[config.mk]
export PLATFORM = sky130hd
export DESIGN_NAME = pll_lock_detector
export DESIGN_NICKNAME = d
export VERILOG_FILES = /design/src/rtl/pll_pkg.sv /design/src/rtl/pll_iq_correlator.sv /design/src/rtl/pll_lock_detector.sv
export SDC_FILE = /design/constraint.sdc
export NUM_CORES = 1
export LEC_CHECK = 0
export CORE_ASPECT_RATIO = 2
export CORE_MARGIN = 5
export CORE_UTILIZATION = 40
export CTS_CLUSTER_SIZE = 12
export DETAILED_ROUTE_END_ITERATION = 8
export DONT_BUFFER_PORTS = 1
export RECOVER_POWER = 50
export SLEW_MARGIN = 10
export SYNTH_ARGS = -nofsm -noshare
export SYNTH_HDL_FRONTEND = slang
export SYNTH_SLANG_ARGS = --single-unit
[constraint.sdc]
create_clock -name clk -period 7.1 [get_ports clk]
set_clock_uncertainty 0.05 [all_clocks]
set_input_delay 1.065 -clock clk [delete_from_list [all_inputs] [get_ports clk]]
set_output_delay 1.065 -clock clk [all_outputs]
set_load 0.03 [all_outputs]
[src/rtl/pll_pkg.sv]
`default_nettype none
// +-----------------------------------------------------------------------------+
// | Module   : pll_pkg                                                          |
// | Purpose  : Shared lock-state encoding and saturating narrow for the PLL     |
// |            lock detector.                                                   |
// | Revision : 1.0                                                              |
// +-----------------------------------------------------------------------------+
package pll_pkg;

    typedef enum logic [1:0] {
        UNLOCKED = 2'd0,
        ACQUIRE  = 2'd1,
        LOCKED   = 2'd2,
        HOLD     = 2'd3
    } lock_state_e;

    // Clamp a wide signed value into the dw-bit signed range (dw <= 32).
    function automatic logic signed [31:0] sat_dw(input logic signed [63:0] val, input int dw);
        logic signed [63:0] hi;
        logic signed [63:0] lo;
        hi = (64'sd1 <<< (dw - 1)) - 64'sd1;
        lo = -(64'sd1 <<< (dw - 1));
        if (val > hi) begin
            return 32'(hi);
        end else if (val < lo) begin
            return 32'(lo);
        end
        return 32'(val);
    endfunction

endpackage
`default_nettype wire

[src/rtl/pll_iq_correlator.sv]
`default_nettype none
// +-----------------------------------------------------------------------------+
// | Module   : pll_iq_correlator                                                |
// | Purpose  : I/Q product stage and fixed-window integrator producing means.   |
// | Revision : 1.0                                                              |
// +-----------------------------------------------------------------------------+
module pll_iq_correlator
    import pll_pkg::*;
#(
    parameter int DW       = 12,
    parameter int WIN_LOG2 = 16
) (
    input  logic                 clk,
    input  logic                 rst,
    input  logic                 i_en,
    input  logic signed [DW-1:0] i_in,
    input  logic signed [DW-1:0] i_sin,
    input  logic signed [DW-1:0] i_cos,
    output logic signed [DW-1:0] o_mean_i,
    output logic signed [DW-1:0] o_mean_q,
    output logic                 o_win_valid
);

    localparam int c_aw = DW + WIN_LOG2;

    logic signed [DW:0]         w_neg_sin;
    logic signed [2*DW-1:0]     w_prod_i;
    logic signed [2*DW:0]       w_prod_q;
    logic signed [31:0]         w_sat_i;
    logic signed [31:0]         w_sat_q;
    logic signed [c_aw-1:0]     w_sum_i;
    logic signed [c_aw-1:0]     w_sum_q;

    logic                       r_en_d;
    logic signed [DW-1:0]       r_pi;
    logic signed [DW-1:0]       r_pq;
    logic [WIN_LOG2-1:0]        r_cnt;
    logic signed [c_aw-1:0]     r_acc_i;
    logic signed [c_aw-1:0]     r_acc_q;

    // One extra bit keeps -(-2^(DW-1)) representable.
    assign w_neg_sin = -((DW+1)'(i_sin));
    assign w_prod_i  = (2*DW)'(i_in) * (2*DW)'(i_cos);
    assign w_prod_q  = (2*DW+1)'(i_in) * (2*DW+1)'(w_neg_sin);
    assign w_sat_i   = sat_dw(64'(w_prod_i >>> (DW - 1)), DW);
    assign w_sat_q   = sat_dw(64'(w_prod_q >>> (DW - 1)), DW);
    assign w_sum_i   = r_acc_i + c_aw'(r_pi);
    assign w_sum_q   = r_acc_q + c_aw'(r_pq);

    always_ff @(posedge clk) begin
        if (!rst) begin
            r_en_d      <= 1'b0;
            r_pi        <= '0;
            r_pq        <= '0;
            r_cnt       <= '0;
            r_acc_i     <= '0;
            r_acc_q     <= '0;
            o_mean_i    <= '0;
            o_mean_q    <= '0;
            o_win_valid <= 1'b0;
        end else begin
            r_en_d      <= i_en;
            o_win_valid <= 1'b0;
            if (i_en) begin
                r_pi <= DW'(w_sat_i);
                r_pq <= DW'(w_sat_q);
            end
            if (r_en_d) begin
                r_cnt <= r_cnt + WIN_LOG2'(1);
                if (&r_cnt) begin
                    o_mean_i    <= DW'(w_sum_i >>> WIN_LOG2);
                    o_mean_q    <= DW'(w_sum_q >>> WIN_LOG2);
                    o_win_valid <= 1'b1;
                    r_acc_i     <= '0;
                    r_acc_q     <= '0;
                end else begin
                    r_acc_i <= w_sum_i;
                    r_acc_q <= w_sum_q;
                end
            end
        end
    end

endmodule
`default_nettype wire

[src/rtl/pll_lock_detector.sv]
`default_nettype none
// +-----------------------------------------------------------------------------+
// | Module   : pll_lock_detector                                                |
// | Purpose  : Windowed I/Q correlation with hysteretic lock/unlock decision.   |
// | Revision : 1.0                                                              |
// +-----------------------------------------------------------------------------+
module pll_lock_detector
    import pll_pkg::*;
#(
    parameter int DW         = 12,
    parameter int WIN_LOG2   = 16,
    parameter int LOCK_THR   = 512,
    parameter int UNLOCK_THR = 256,
    parameter int LOCK_CNT   = 4,
    parameter int UNLOCK_CNT = 2
) (
    input  logic                 clk,
    input  logic                 rst,
    input  logic                 i_en,
    input  logic signed [DW-1:0] i_in,
    input  logic signed [DW-1:0] i_sin,
    input  logic signed [DW-1:0] i_cos,
    output logic signed [DW-1:0] o_mean_i,
    output logic signed [DW-1:0] o_mean_q,
    output logic                 o_win_valid,
    output logic                 o_locked,
    output logic                 o_lock_lost
);

    localparam int                   c_gw         = $clog2(LOCK_CNT + 1);
    localparam int                   c_bw         = $clog2(UNLOCK_CNT + 1);
    localparam logic signed [DW-1:0] c_lock_thr   = DW'(LOCK_THR);
    localparam logic signed [DW-1:0] c_unlock_thr = DW'(UNLOCK_THR);

    lock_state_e       r_state;
    lock_state_e       w_state_nxt;
    logic [c_gw-1:0]   r_gcnt;
    logic [c_gw-1:0]   w_gcnt_nxt;
    logic [c_gw-1:0]   w_gcnt_inc;
    logic [c_bw-1:0]   r_bcnt;
    logic [c_bw-1:0]   w_bcnt_nxt;
    logic [c_bw-1:0]   w_bcnt_inc;
    logic              w_good;
    logic              w_bad;
    logic              w_lost_nxt;

    pll_iq_correlator #(
        .DW       (DW),
        .WIN_LOG2 (WIN_LOG2)
    ) u_corr (
        .clk         (clk),
        .rst         (rst),
        .i_en        (i_en),
        .i_in        (i_in),
        .i_sin       (i_sin),
        .i_cos       (i_cos),
        .o_mean_i    (o_mean_i),
        .o_mean_q    (o_mean_q),
        .o_win_valid (o_win_valid)
    );

    // Signed compares: a mean from an anti-phase lock is never good.
    assign w_good     = (o_mean_i >= c_lock_thr);
    assign w_bad      = (o_mean_i <  c_unlock_thr);
    assign w_gcnt_inc = r_gcnt + c_gw'(1);
    assign w_bcnt_inc = r_bcnt + c_bw'(1);

    always_ff @(posedge clk) begin
        if (!rst) begin
            r_state     <= UNLOCKED;
            r_gcnt      <= '0;
            r_bcnt      <= '0;
            o_locked    <= 1'b0;
            o_lock_lost <= 1'b0;
        end else begin
            r_state     <= w_state_nxt;
            r_gcnt      <= w_gcnt_nxt;
            r_bcnt      <= w_bcnt_nxt;
            o_locked    <= (w_state_nxt == LOCKED) || (w_state_nxt == HOLD);
            o_lock_lost <= w_lost_nxt;
        end
    end

    always_comb begin
        w_state_nxt = r_state;
        w_gcnt_nxt  = r_gcnt;
        w_bcnt_nxt  = r_bcnt;
        w_lost_nxt  = 1'b0;
        if (o_win_valid) begin
            case (r_state)
                UNLOCKED: begin
                    if (w_good) begin
                        if (LOCK_CNT == 1) begin
                            w_state_nxt = LOCKED;
                            w_gcnt_nxt  = '0;
                        end else begin
                            w_state_nxt = ACQUIRE;
                            w_gcnt_nxt  = c_gw'(1);
                        end
                    end
                end
                ACQUIRE: begin
                    if (!w_good) begin
                        w_state_nxt = UNLOCKED;
                        w_gcnt_nxt  = '0;
                    end else if (w_gcnt_inc == c_gw'(LOCK_CNT)) begin
                        w_state_nxt = LOCKED;
                        w_gcnt_nxt  = '0;
                    end else begin
                        w_gcnt_nxt  = w_gcnt_inc;
                    end
                end
                LOCKED: begin
                    if (w_bad) begin
                        if (UNLOCK_CNT == 1) begin
                            w_state_nxt = UNLOCKED;
                            w_lost_nxt  = 1'b1;
                            w_bcnt_nxt  = '0;
                        end else begin
                            w_state_nxt = HOLD;
                            w_bcnt_nxt  = c_bw'(1);
                        end
                    end
                end
                HOLD: begin
                    if (!w_bad) begin
                        w_state_nxt = LOCKED;
                        w_bcnt_nxt  = '0;
                    end else if (w_bcnt_inc == c_bw'(UNLOCK_CNT)) begin
                        w_state_nxt = UNLOCKED;
                        w_lost_nxt  = 1'b1;
                        w_bcnt_nxt  = '0;
                    end else begin
                        w_bcnt_nxt  = w_bcnt_inc;
                    end
                end
                default: begin
                    w_state_nxt = UNLOCKED;
                    w_gcnt_nxt  = '0;
                    w_bcnt_nxt  = '0;
                end
            endcase
        end
    end

endmodule
`default_nettype wire
==> metrics.cfg, run 1 <==
[setup_path]
cp_data_arrival_time_ns=7.10
critPathKind=in -> reg
crit_path_max_fanout=10
critPathLaunchType=input port
crit_path_end_kind=flop
cp.required_ns=7.32

[route]
wl_met3_um=1520
route.met2.wl_um=25900
routed.top_layer=met4
initialDrtViolationCount=548
drtPass1Iterations=5
vias=14300
routedWlPerCell_um=16.0
via_per_inst=5.21
drt-met1-wl_um=15200
ant_nets=0
drc=0
drt_wl_total_um=44000

[layout]
synthToLayoutAreaGrowth_pct=9.56
multi_input_comb_area_um2=14100
antennaDiodeCount=0
drive_above_1_share_pct=6.57
final_area_um2=20100
seq_area_um2=2620
final_cell_count_no_fill=2742
fillerInstances=4528
layout.nets=2647

[floorplanning]
dieWidth_um=161
die_y_um=313
ios=66
start_util_pct=40.1
rows=111
core_um2=45700
die_area_um2=50500

[sta]
maxSlewViolCount=30
tightestPinTransition_ns=1.70
hold_viol_final=0
period_needed_ns=6.88
period_share_pct=96.9
fmax_ghz=0.145
slew_headroom_pct=-13.1
setup-tns-final_ns=0
setup_violations=0
holdWs_ns=0.411

[yosys]
synth_edf_count=0
yosysWarnings=0
ys_seq_area_share_pct=14.3
syn_area_um2=18300
syn_inst=2145
post_synth_num_cell_types=75
async_flop_share_pct=0
syn-num-nets=2624
ys_ff_latch=131
avgSynthCellArea_um2=8.55
synth_top_area_share_pct=31.0
synth_area_leaders=fa_1 31%, dfxtp_1 14%, ha_1 11%
netlist.top_cell.by_area=fa_1
synth_flop_cell=dfxtp_1

[grt]
grt_pass1_vias=16000
grt_use_total_pct=17.9
grt_max_degree=77
antenna_found_initial=0
grt_pass1_wl_um=74300
grt_overflow_total=0

[power]
p_leak_uw=0.00975
p_total_uw=10400
max-vdd-ir-drop_mv=0.428
power_density_nw_per_um2=519

[place]
portBuffers=0
gp_congestion=0.853
post_dp_cell_area_um2=19500
hpwl_um=36100
placedCellCount=2712

[cts]
htree_levels=4
cts_hold_buffers=0
cts_made_buffers=17
clk_latency_ns=0.42
cts_tree=built
cts.path.max_buffers=2
clk_pin_slew_ns=0.05
root_buffer=clkbuf_16
cts.sinks=131

[status]
violations=capacitance limit, slew limit
run_status=finished with violations

[worst_hold_path]
min_path_type=reg -> reg

[job]
cap_violations=1

placed cells by master (no fill, tap or decap), types with 11 or more instances in the layout:
cell type,instances
a211oi_1,23
a21o_1,32
a21oi_1,90
a22oi_1,26
and2_1,118
and3_1,14
buf_4,84
clkbuf_16,17
dfxtp_1,131
fa_1,283
ha_1,156
inv_1,370
nand2_1,252
nand2b_1,22
nand3_1,21
nand4_1,12
nor2_1,143
nor2b_1,15
nor3_1,27
o21a_1,11
o21ai_0,52
o21ai_1,18
xnor2_1,66
xor2_1,41
synthesized netlist by cell type, types with 5 or more instances:
cell and number:
nand4_1 12, and3_1 14, o211ai_1 5, nand2b_1 22, o21a_1 11, o21ai_1 20, nor3_1 30, inv_1 371
nor2_1 146, clkbuf_1 79, o21ai_0 51, and2_1 119, a211oi_1 23, fa_1 284, nand2_1 254, a31oi_1 8
a21o_1 32, or3_1 5, nand3_1 21, buf_1 5, o22ai_1 8, nor2b_1 15, ha_1 156, a22o_1 9
a22oi_1 26, dfxtp_1 131, a21oi_1 91, xor2_1 41, nor4_1 8, xnor2_1 70
power by group:
| part | switching (µW) | internal [µW] |
|---|---|---|
| sequential | 85.5 | 850 |
| clock | 309 | 524 |
| combinational | 4640 | 4020 |
critical path, stage by stage:
cell       delay [ns]
or4_1            0.58
nor3_1           0.24
xnor2_1          0.11
buf_4            0.19
and2_1           0.18
fa_1             0.48
inv_1            0.05
fa_1             0.49
fa_1             0.52
inv_1            0.05
fa_1             0.50
inv_1            0.07
fa_1             0.53
inv_1            0.05
ha_1             0.32
o221ai_2         0.14
o211ai_1         0.34
o2bb2ai_2        0.17
buf_4            0.15
a211o_1          0.08
nand3_1          0.05
or3_4            0.42
a211oi_1         0.24
a211oi_1         0.07
cells by family after synthesis:
logic type	Yosys count	synth area share [%]
fa+ha+maj	440	41.6
xor+xnor	112	5.42
compound gates	335	12.0
simple gates	666	17.1
buf+inv	459	9.44
flops	131	14.3
mux	2	0.116
flip-flops by register name, summed over array words and instances (netlist names), 2 cells and up:
signal           count
u_corr.r_cnt        16
u_corr.o_mean_q     12
u_corr.r_acc_q      28
u_corr.o_mean_i     12
r_state              2
u_corr.r_acc_i      28
r_bcnt               2
r_gcnt               3
u_corr.r_pi         12
u_corr.r_pq         12
routing by layer:
| metal | vias up | GRT usage [%] |
|---|---|---|
| li1 | 6868 | - |
| met1 | 7061 | 17.4 |
| met2 | 263 | 37.1 |
| met3 | 105 | 2.50 |
| met4 | 0 | 6.21 |
| met5 | - | 0 |
timing repair:
action                                  CTS  global route
endpoints found under the setup margin    0            12
gates resized for setup                   0            12
buffers inserted                          0             1
final timing paths:
| path | to | cells past startpoint | start | slack, ns |
|---|---|---|---|---|
| hold reg to reg | u_corr.r_acc_i[12] | 2 | u_corr.r_acc_i[12] | 0.41 |
| setup / recovery | u_corr.r_pq[1] | 24 | i_sin[8] | 0.22 |
| hold / removal | u_corr.r_acc_i[12] | 2 | u_corr.r_acc_i[12] | 0.41 |
| setup reg to reg | u_corr.r_acc_q[27] | 11 | u_corr.r_pq[11] | 3.23 |
per-stage QoR:
stage	setup slack, ns	utilization, %
after floorplan	0.0261	-
final	0.220	44.0
after global placement	-0.271	42.6
after global routing	-0.0667	44.0
after CTS	0.0993	43.8
after detailed placement	-0.378	42.6
area by class of cell:
| class | instances | share of cell area, % |
|---|---|---|
| inverters | 373 | 6.97 |
| clock inverters | 6 | 0.411 |
| flip-flops and latches | 131 | 13.1 |
| multi-input cells | 1556 | 70.3 |
| clock buffers | 22 | 2.31 |
| well taps | 565 | 3.52 |
| repair buffers | 89 | 3.47 |
Note: power is estimated with default switching activity, not from simulation.
==> inputs of run 2 (changes only) <==
--- a/config.mk
+++ b/config.mk
@@ -5,9 +5,10 @@
 export SDC_FILE = /design/constraint.sdc
 export NUM_CORES = 1
 export LEC_CHECK = 0
+export ABC_AREA = 1
 export CORE_ASPECT_RATIO = 2
 export CORE_MARGIN = 5
-export CORE_UTILIZATION = 40
+export CORE_UTILIZATION = 35
 export CTS_CLUSTER_SIZE = 12
 export DETAILED_ROUTE_END_ITERATION = 8
 export DONT_BUFFER_PORTS = 1
==> run 2 against run 1 <==
Effect of this change: first-iteration DRC count increased by 25%; via count increased by 28%; utilization decreased by 5.8 points; the flow still finishes with violations (capacitance limit, slew limit); final cell count increased by 38%; sequential share of layout area decreased by 1.4 points; final area increased by 12%; hold slack got worse by 0.031 ns; worst setup slack improved by 0.28 ns; clock-buffer cell count decreased by 2; fmax increased by 4.2%; wire length increased by 37%; critical path depth increased by 8.
==> metrics.cfg, run 2 <==
[floorplanning]
die_y_um=354  ; was 313 µm
ios=66  ; unchanged
die_area_um2=64200  ; was 50,500 µm²
start_util_pct=35.1  ; was 40.1%
core_um2=58800  ; was 45,700 µm²
rows=126  ; was 111
dieWidth_um=182  ; was 161 µm

[sta]
layout_setup_ws_ns=0.499  ; was 0.220 ns
tightestPinTransition_ns=3.32  ; was 1.70 ns
period_needed_ns=6.60  ; was 6.88 ns
hold_viol_final=0  ; unchanged
slew_headroom_pct=-121  ; was -13.1%
fmax_ghz=0.151  ; was 0.145 GHz
setup_violations=0  ; unchanged
maxSlewViolCount=127  ; was 30
period_share_pct=93.0  ; was 96.9%
rsz0062_at_grt=no

[route]
via_per_inst=4.84  ; was 5.21
drc=0  ; unchanged
routedWlPerCell_um=15.9  ; was 16.0 µm
initialDrtViolationCount=684  ; was 548
vias=18400  ; was 14,300
ant_nets=0  ; unchanged
drt_wl_total_um=60400  ; was 44,000 µm
drtPass1Iterations=5  ; unchanged

[yosys]
ys_seq_area_share_pct=12.7  ; was 14.3%
netlist.top_cell.by_area=fa_1  ; unchanged
yosysMostFrequentCell=nand2_1  ; was inv_1
ys_ff_latch=131  ; unchanged
syn_inst=3003  ; was 2,145
syn_area_um2=20600  ; was 18,300 µm²
yosysWarnings=0  ; unchanged
synth_flop_cell=dfxtp_1  ; unchanged
avgSynthCellArea_um2=6.88  ; was 8.55 µm²
synth_edf_count=0  ; unchanged
syn-num-nets=3482  ; was 2,624
synth_area_leaders=fa_1 28%, nand2_1 14%, dfxtp_1 13%  ; was fa_1 31%, dfxtp_1 14%, ha_1 11%
async_flop_share_pct=0  ; unchanged
synth_top_area_share_pct=27.5  ; was 31.0%
post_synth_num_cell_types=49  ; was 75
synth_commonest_cells=795 x nand2_1, 670 x inv_1, 284 x fa_1  ; was 371 x inv_1, 284 x fa_1, 254 x nand2_1

[layout]
drive_above_1_share_pct=4.96  ; was 6.57%
final_cell_count_no_fill=3794  ; was 2,742
synthToLayoutAreaGrowth_pct=8.63  ; was 9.56%
antennaDiodeCount=0  ; unchanged
final_cell_mix=794 x nand2_1, 670 x inv_1, 284 x fa_1  ; was 370 x inv_1, 283 x fa_1, 252 x nand2_1
final_common_cell=nand2_1  ; was inv_1
layout.nets=3492  ; was 2,647
top_regs=u_corr.r_acc_i x28, u_corr.r_acc_q x28, u_corr.r_cnt x16  ; unchanged

[cts]
cts.sinks=131  ; unchanged
cts_tree=built  ; unchanged
cts_made_buffers=17  ; unchanged
cts.path.max_buffers=2  ; unchanged
clk_pin_slew_ns=0.06  ; was 0.05 ns
clk_latency_ns=0.44  ; was 0.42 ns
root_buffer=clkbuf_16  ; unchanged
htree_levels=4  ; unchanged

[place]
hpwl_um=50700  ; was 36,100 µm
gp_congestion=0.952  ; was 0.853
dpl_worst_slack_ns=-0.0508  ; was -0.378 ns
placedCellCount=3762  ; was 2,712
portBuffers=0  ; unchanged

[setup_path]
critPathLaunchType=input port  ; unchanged
critPathKind=in -> reg  ; unchanged
cp.required_ns=7.42  ; was 7.32 ns
cpPeakStageDelay_ns=0.53  ; was 0.58 ns
cp_common_cell=nand2_1  ; was fa_1
critPathSlowestCell=fa_1  ; was or4_1
crit_path_max_fanout=10  ; unchanged
cp_data_arrival_time_ns=6.92  ; was 7.10 ns
path_delay_family=adder cells  ; unchanged
crit_path_end_kind=flop  ; unchanged
cp.buffers_inverters=7  ; was 6

[job]
cap_violations=2  ; was 1

[grt]
grt_overflow_total=0  ; unchanged
antenna_found_initial=0  ; unchanged
grt_pass1_wl_um=98400  ; was 74,300 µm
grt_use_total_pct=19.2  ; was 17.9%
grt_max_degree=69  ; was 77
grt_pass1_vias=19500  ; was 16,000

[status]
violations=capacitance limit, slew limit  ; unchanged
run_status=finished with violations  ; unchanged

[worst_hold_path]
min_path_type=reg -> reg  ; unchanged

==> run 2: cell types whose count changed in the layout (fill, tap and decap cells not counted), moves of 34 or more <==
cell / change
nand2_1: +542
inv_1: +300
nor2_1: +128
and2_1: -117
a21oi_1: +97
nand3_1: +83
xnor2_1: -49
o21ai_0: +44
xor2_1: -34
==> run 2: cell families after synthesis <==
logic type	share of synthesized area [%]
and+or+nand+nor	25.9
buffers and inverters	14.1
adders and majority gates	37.0
AOI/OAI and AO/OA	9.36
DFF	12.7
xor gates and xnor gates	1.02
==> run 2: per-layer routing <==
| layer | track usage, % | wire, µm | vias to the layer above |
|---|---|---|---|
| met5 | 0 | 0 | - |
| met2 | 39.0 | 34500 | 385 |
| met3 | 2.73 | 2210 | 173 |
| met4 | 10.3 | 3760 | 0 |
| met1 | 17.6 | 19900 | 8687 |
| li1 | - | - | 9122 |
==> run 2: final cells by class <==
| type | count | area (µm²) |
|---|---|---|
| inverters | 682 | 2560 |
| repair buffers | 69 | 548 |
| clock inverters | 12 | 180 |
| flip-flops and latches | 131 | 2620 |
| clock buffers | 20 | 447 |
| fillers | 6322 | 36400 |
| well taps | 768 | 961 |
| multi-input cells | 2112 | 15100 |
==> run 2: worst reg2reg max path, stage by stage, from the launching register on <==
cell	delay, ns
dfxtp_1	0.46
inv_1	0.16
clkbuf_1	2.02
nor2_1	0.13
inv_1	0.18
nor2_1	0.09
a221oi_1	0.30
==> run 2: path summary, 6_finish.rpt <==
check / to / slack (ns) / cells past startpoint / startpoint
max: u_corr.r_pq[0] / 0.50 / 32 / i_sin[0]
max reg2reg: u_corr.r_cnt[8] / 3.56 / 6 / u_corr.r_en_d
min: r_bcnt[1] / 0.38 / 2 / r_bcnt[1]
min reg2reg: r_bcnt[1] / 0.38 / 2 / r_bcnt[1]
==> run 2: timing repair <==
action / CTS / global route
setup buffers: 0 / 0
resized for setup: 0 / 2
endpoints found under the setup margin: 0 / 11
hold buffers: 0 / 0
==> run 2: stage by stage <==
stage               utilization [%]  TNS [ns]  hold WS, ns  area (µm²)
CTS                            38.2         0        0.382       22400
floorplan                         -         0        0.365       20600
global placement               37.1         0        0.371       21800
detailed placement             37.1    -0.473        0.374       21800
finish                         38.1         0        0.380       22400
global route                   38.1         0        0.416       22400
Power of run 2 is not shown: default switching activity piles up to over one toggle a cycle in this logic, so the estimate is an artifact.
==> inputs of run 3 (changes only) <==
--- a/config.mk
+++ b/config.mk
@@ -12,6 +12,7 @@
 export CTS_CLUSTER_SIZE = 12
 export DETAILED_ROUTE_END_ITERATION = 8
 export DONT_BUFFER_PORTS = 1
+export GPL_ROUTABILITY_DRIVEN = 0
 export RECOVER_POWER = 50
 export SLEW_MARGIN = 10
 export SYNTH_ARGS = -nofsm -noshare
==> constraint.sdc (replaced) <==
create_clock -name clk -period 7.8 [get_ports clk]
set_clock_uncertainty 0.05 [all_clocks]
set_input_delay 1.17 -clock clk [delete_from_list [all_inputs] [get_ports clk]]
set_output_delay 1.17 -clock clk [all_outputs]
set_load 0.03 [all_outputs]
==> run 3 against run 2 <==
Effect of this change: the run still ends with capacitance limit, slew limit left; sequential cell count unchanged; critical path type unchanged; wire length decreased by 1.8%; utilization decreased by 0.94 points; hold slack improved by 0.0036 ns; largest cell class unchanged; worst setup slack improved by 0.13 ns; highest routed layer unchanged; non-clock buffer count decreased by 59.
==> metrics.cfg, run 3 (synthesis results as in run 2) <==
[cts]
root_buffer=clkbuf_16  ; unchanged
htree_levels=4  ; unchanged
cts_setup_buffers=0  ; unchanged
cts_tree=built  ; unchanged
clk_pin_slew_ns=0.06  ; about the same
cts.sinks=131  ; unchanged
cts.path.max_buffers=2  ; unchanged
cts_hold_buffers=0  ; unchanged
ctsResizeCount=0  ; unchanged
cts_made_buffers=17  ; unchanged
clk_latency_ns=0.43  ; was 0.44 ns

[sta]
layout_setup_ws_ns=0.625  ; was 0.499 ns
holdWs_ns=0.384  ; was 0.380 ns
fmax_ghz=0.139
rsz0062_at_grt=no  ; unchanged
maxSlewViolCount=126  ; was 127
slew_headroom_pct=-118  ; was -121%
tightestPinTransition_ns=3.26  ; was 3.32 ns
period_needed_ns=7.18
setup-tns-final_ns=0  ; unchanged
setup_violations=0  ; unchanged
period_share_pct=92.0
hold_viol_final=0  ; unchanged

[route]
drt_wl_total_um=59300  ; was 60,400 µm
via_per_inst=4.88  ; was 4.84
drc=0  ; unchanged
vias=18200  ; was 18,400
drtPass1Iterations=5  ; unchanged
initialDrtViolationCount=656  ; was 684
ant_nets=0  ; unchanged
routedWlPerCell_um=15.9  ; about the same

[floorplanning]
core_um2=58800  ; unchanged
ios=66  ; unchanged
die_y_um=354  ; unchanged
die_area_um2=64200  ; unchanged
rows=126  ; unchanged
start_util_pct=35.1  ; unchanged
dieWidth_um=182  ; unchanged

[setup_path]
critPathLaunchType=input port  ; unchanged
crit_path_end_kind=flop  ; unchanged
crit_path_end=u_corr.r_pq[9]  ; was u_corr.r_pq[0]
startpoint=i_sin[0]  ; unchanged
critPathKind=in -> reg  ; unchanged
r2r_start=u_corr.r_en_d  ; unchanged
crit_path_max_fanout=11  ; was 10
critPathSlowestCell=fa_1  ; unchanged
cpPeakStageDelay_ns=0.65  ; was 0.53 ns
rrSetupSlack_ns=4.36  ; was 3.56 ns
cp.required_ns=8.07  ; was 7.42 ns
reg2reg_to=u_corr.r_cnt[8]  ; unchanged
cp_data_arrival_time_ns=7.45  ; was 6.92 ns
rr_worst_depth=6  ; unchanged

[place]
hpwl_um=49600  ; was 50,700 µm
placedCellCount=3703  ; was 3,762
dpl_worst_slack_ns=0.135  ; was -0.0508 ns
portBuffers=0  ; unchanged

[layout]
final_common_cell=nand2_1  ; unchanged
top_regs=u_corr.r_acc_i x28, u_corr.r_acc_q x28, u_corr.r_cnt x16  ; unchanged
layout.nets=3433  ; was 3,492
drive_above_1_share_pct=2.97  ; was 4.96%
final_cell_mix=795 x nand2_1, 670 x inv_1, 284 x fa_1  ; was 794 x nand2_1, 670 x inv_1, 284 x fa_1
synthToLayoutAreaGrowth_pct=5.96  ; was 8.63%
fillerInstances=6319  ; was 6,322
antennaDiodeCount=0  ; unchanged
final_cell_count_no_fill=3735  ; was 3,794

[grt]
antenna_found_initial=0  ; unchanged
grt_overflow_total=0  ; unchanged
grt_pass1_wl_um=96200  ; was 98,400 µm
grt_pass1_vias=19300  ; was 19,500
grt_use_total_pct=18.6  ; was 19.2%
grt_max_degree=68  ; was 69

[worst_hold_path]
min_path_type=reg -> reg  ; unchanged

[job]
cap_violations=2  ; unchanged

[status]
violations=capacitance limit, slew limit  ; unchanged
run_status=finished with violations  ; unchanged

-- run 3: cell types whose count changed in the layout (fill, tap and decap cells not counted), sizes merged --
cell    before  now
buf         67    8
bufinv       4    2
clkbuf      22   24
clkinv      10   11
inv        678  677
-- run 3: worst max-delay path, delay by kind of cell --
kind / cells / cell delay (ns)
simple gates: 19 / 2.45
buf+inv: 7 / 0.52
fa+ha+maj: 7 / 3.29
-- run 3: final cells by class --
type | count | area [µm²] | area share, %
tap | 768 | 961 | 4.39
multi-input combinational | 2112 | 15100 | 69.0
clock inverter | 10 | 109 | 0.498
inverter | 682 | 2560 | 11.7
timing repair buffer | 10 | 67.6 | 0.309
sequential | 131 | 2620 | 12.0
clock buffer | 22 | 454 | 2.08
-- run 3: worst min-delay path by stage --
stage / slack [ns] / start / endpoint / depth (start not counted)
finish: 0.38 / r_bcnt[1] / r_bcnt[1] / 2
global route: 0.41 / r_bcnt[1] / r_bcnt[1] / 2
CTS: 0.39 / r_bcnt[1] / r_bcnt[1] / 2
detailed placement: 0.38 / r_bcnt[1] / r_bcnt[1] / 2
global placement: 0.38 / r_bcnt[1] / r_bcnt[1] / 2
floorplan: 0.37 / r_bcnt[1] / r_bcnt[1] / 2
-- run 3: through the flow --
step | utilization [%] | area, µm²
after floorplan | - | 20600
after global placement | 36.3 | 21300
after detailed placement | 36.3 | 21300
after CTS | 37.2 | 21900
after global routing | 37.2 | 21900
final | 37.2 | 21900
-- run 3: layer usage --
layer / share of wire, % / vias to the layer above / track usage (%)
met1: 34 / 8609 / 17.4
met3: 4.1 / 206 / 2.49
met5: 0 / - / 0
li1: - / 9002 / -
met2: 56 / 415 / 37.5
met4: 6.2 / 0 / 10.6
Power of run 3 is left out for the same reason.
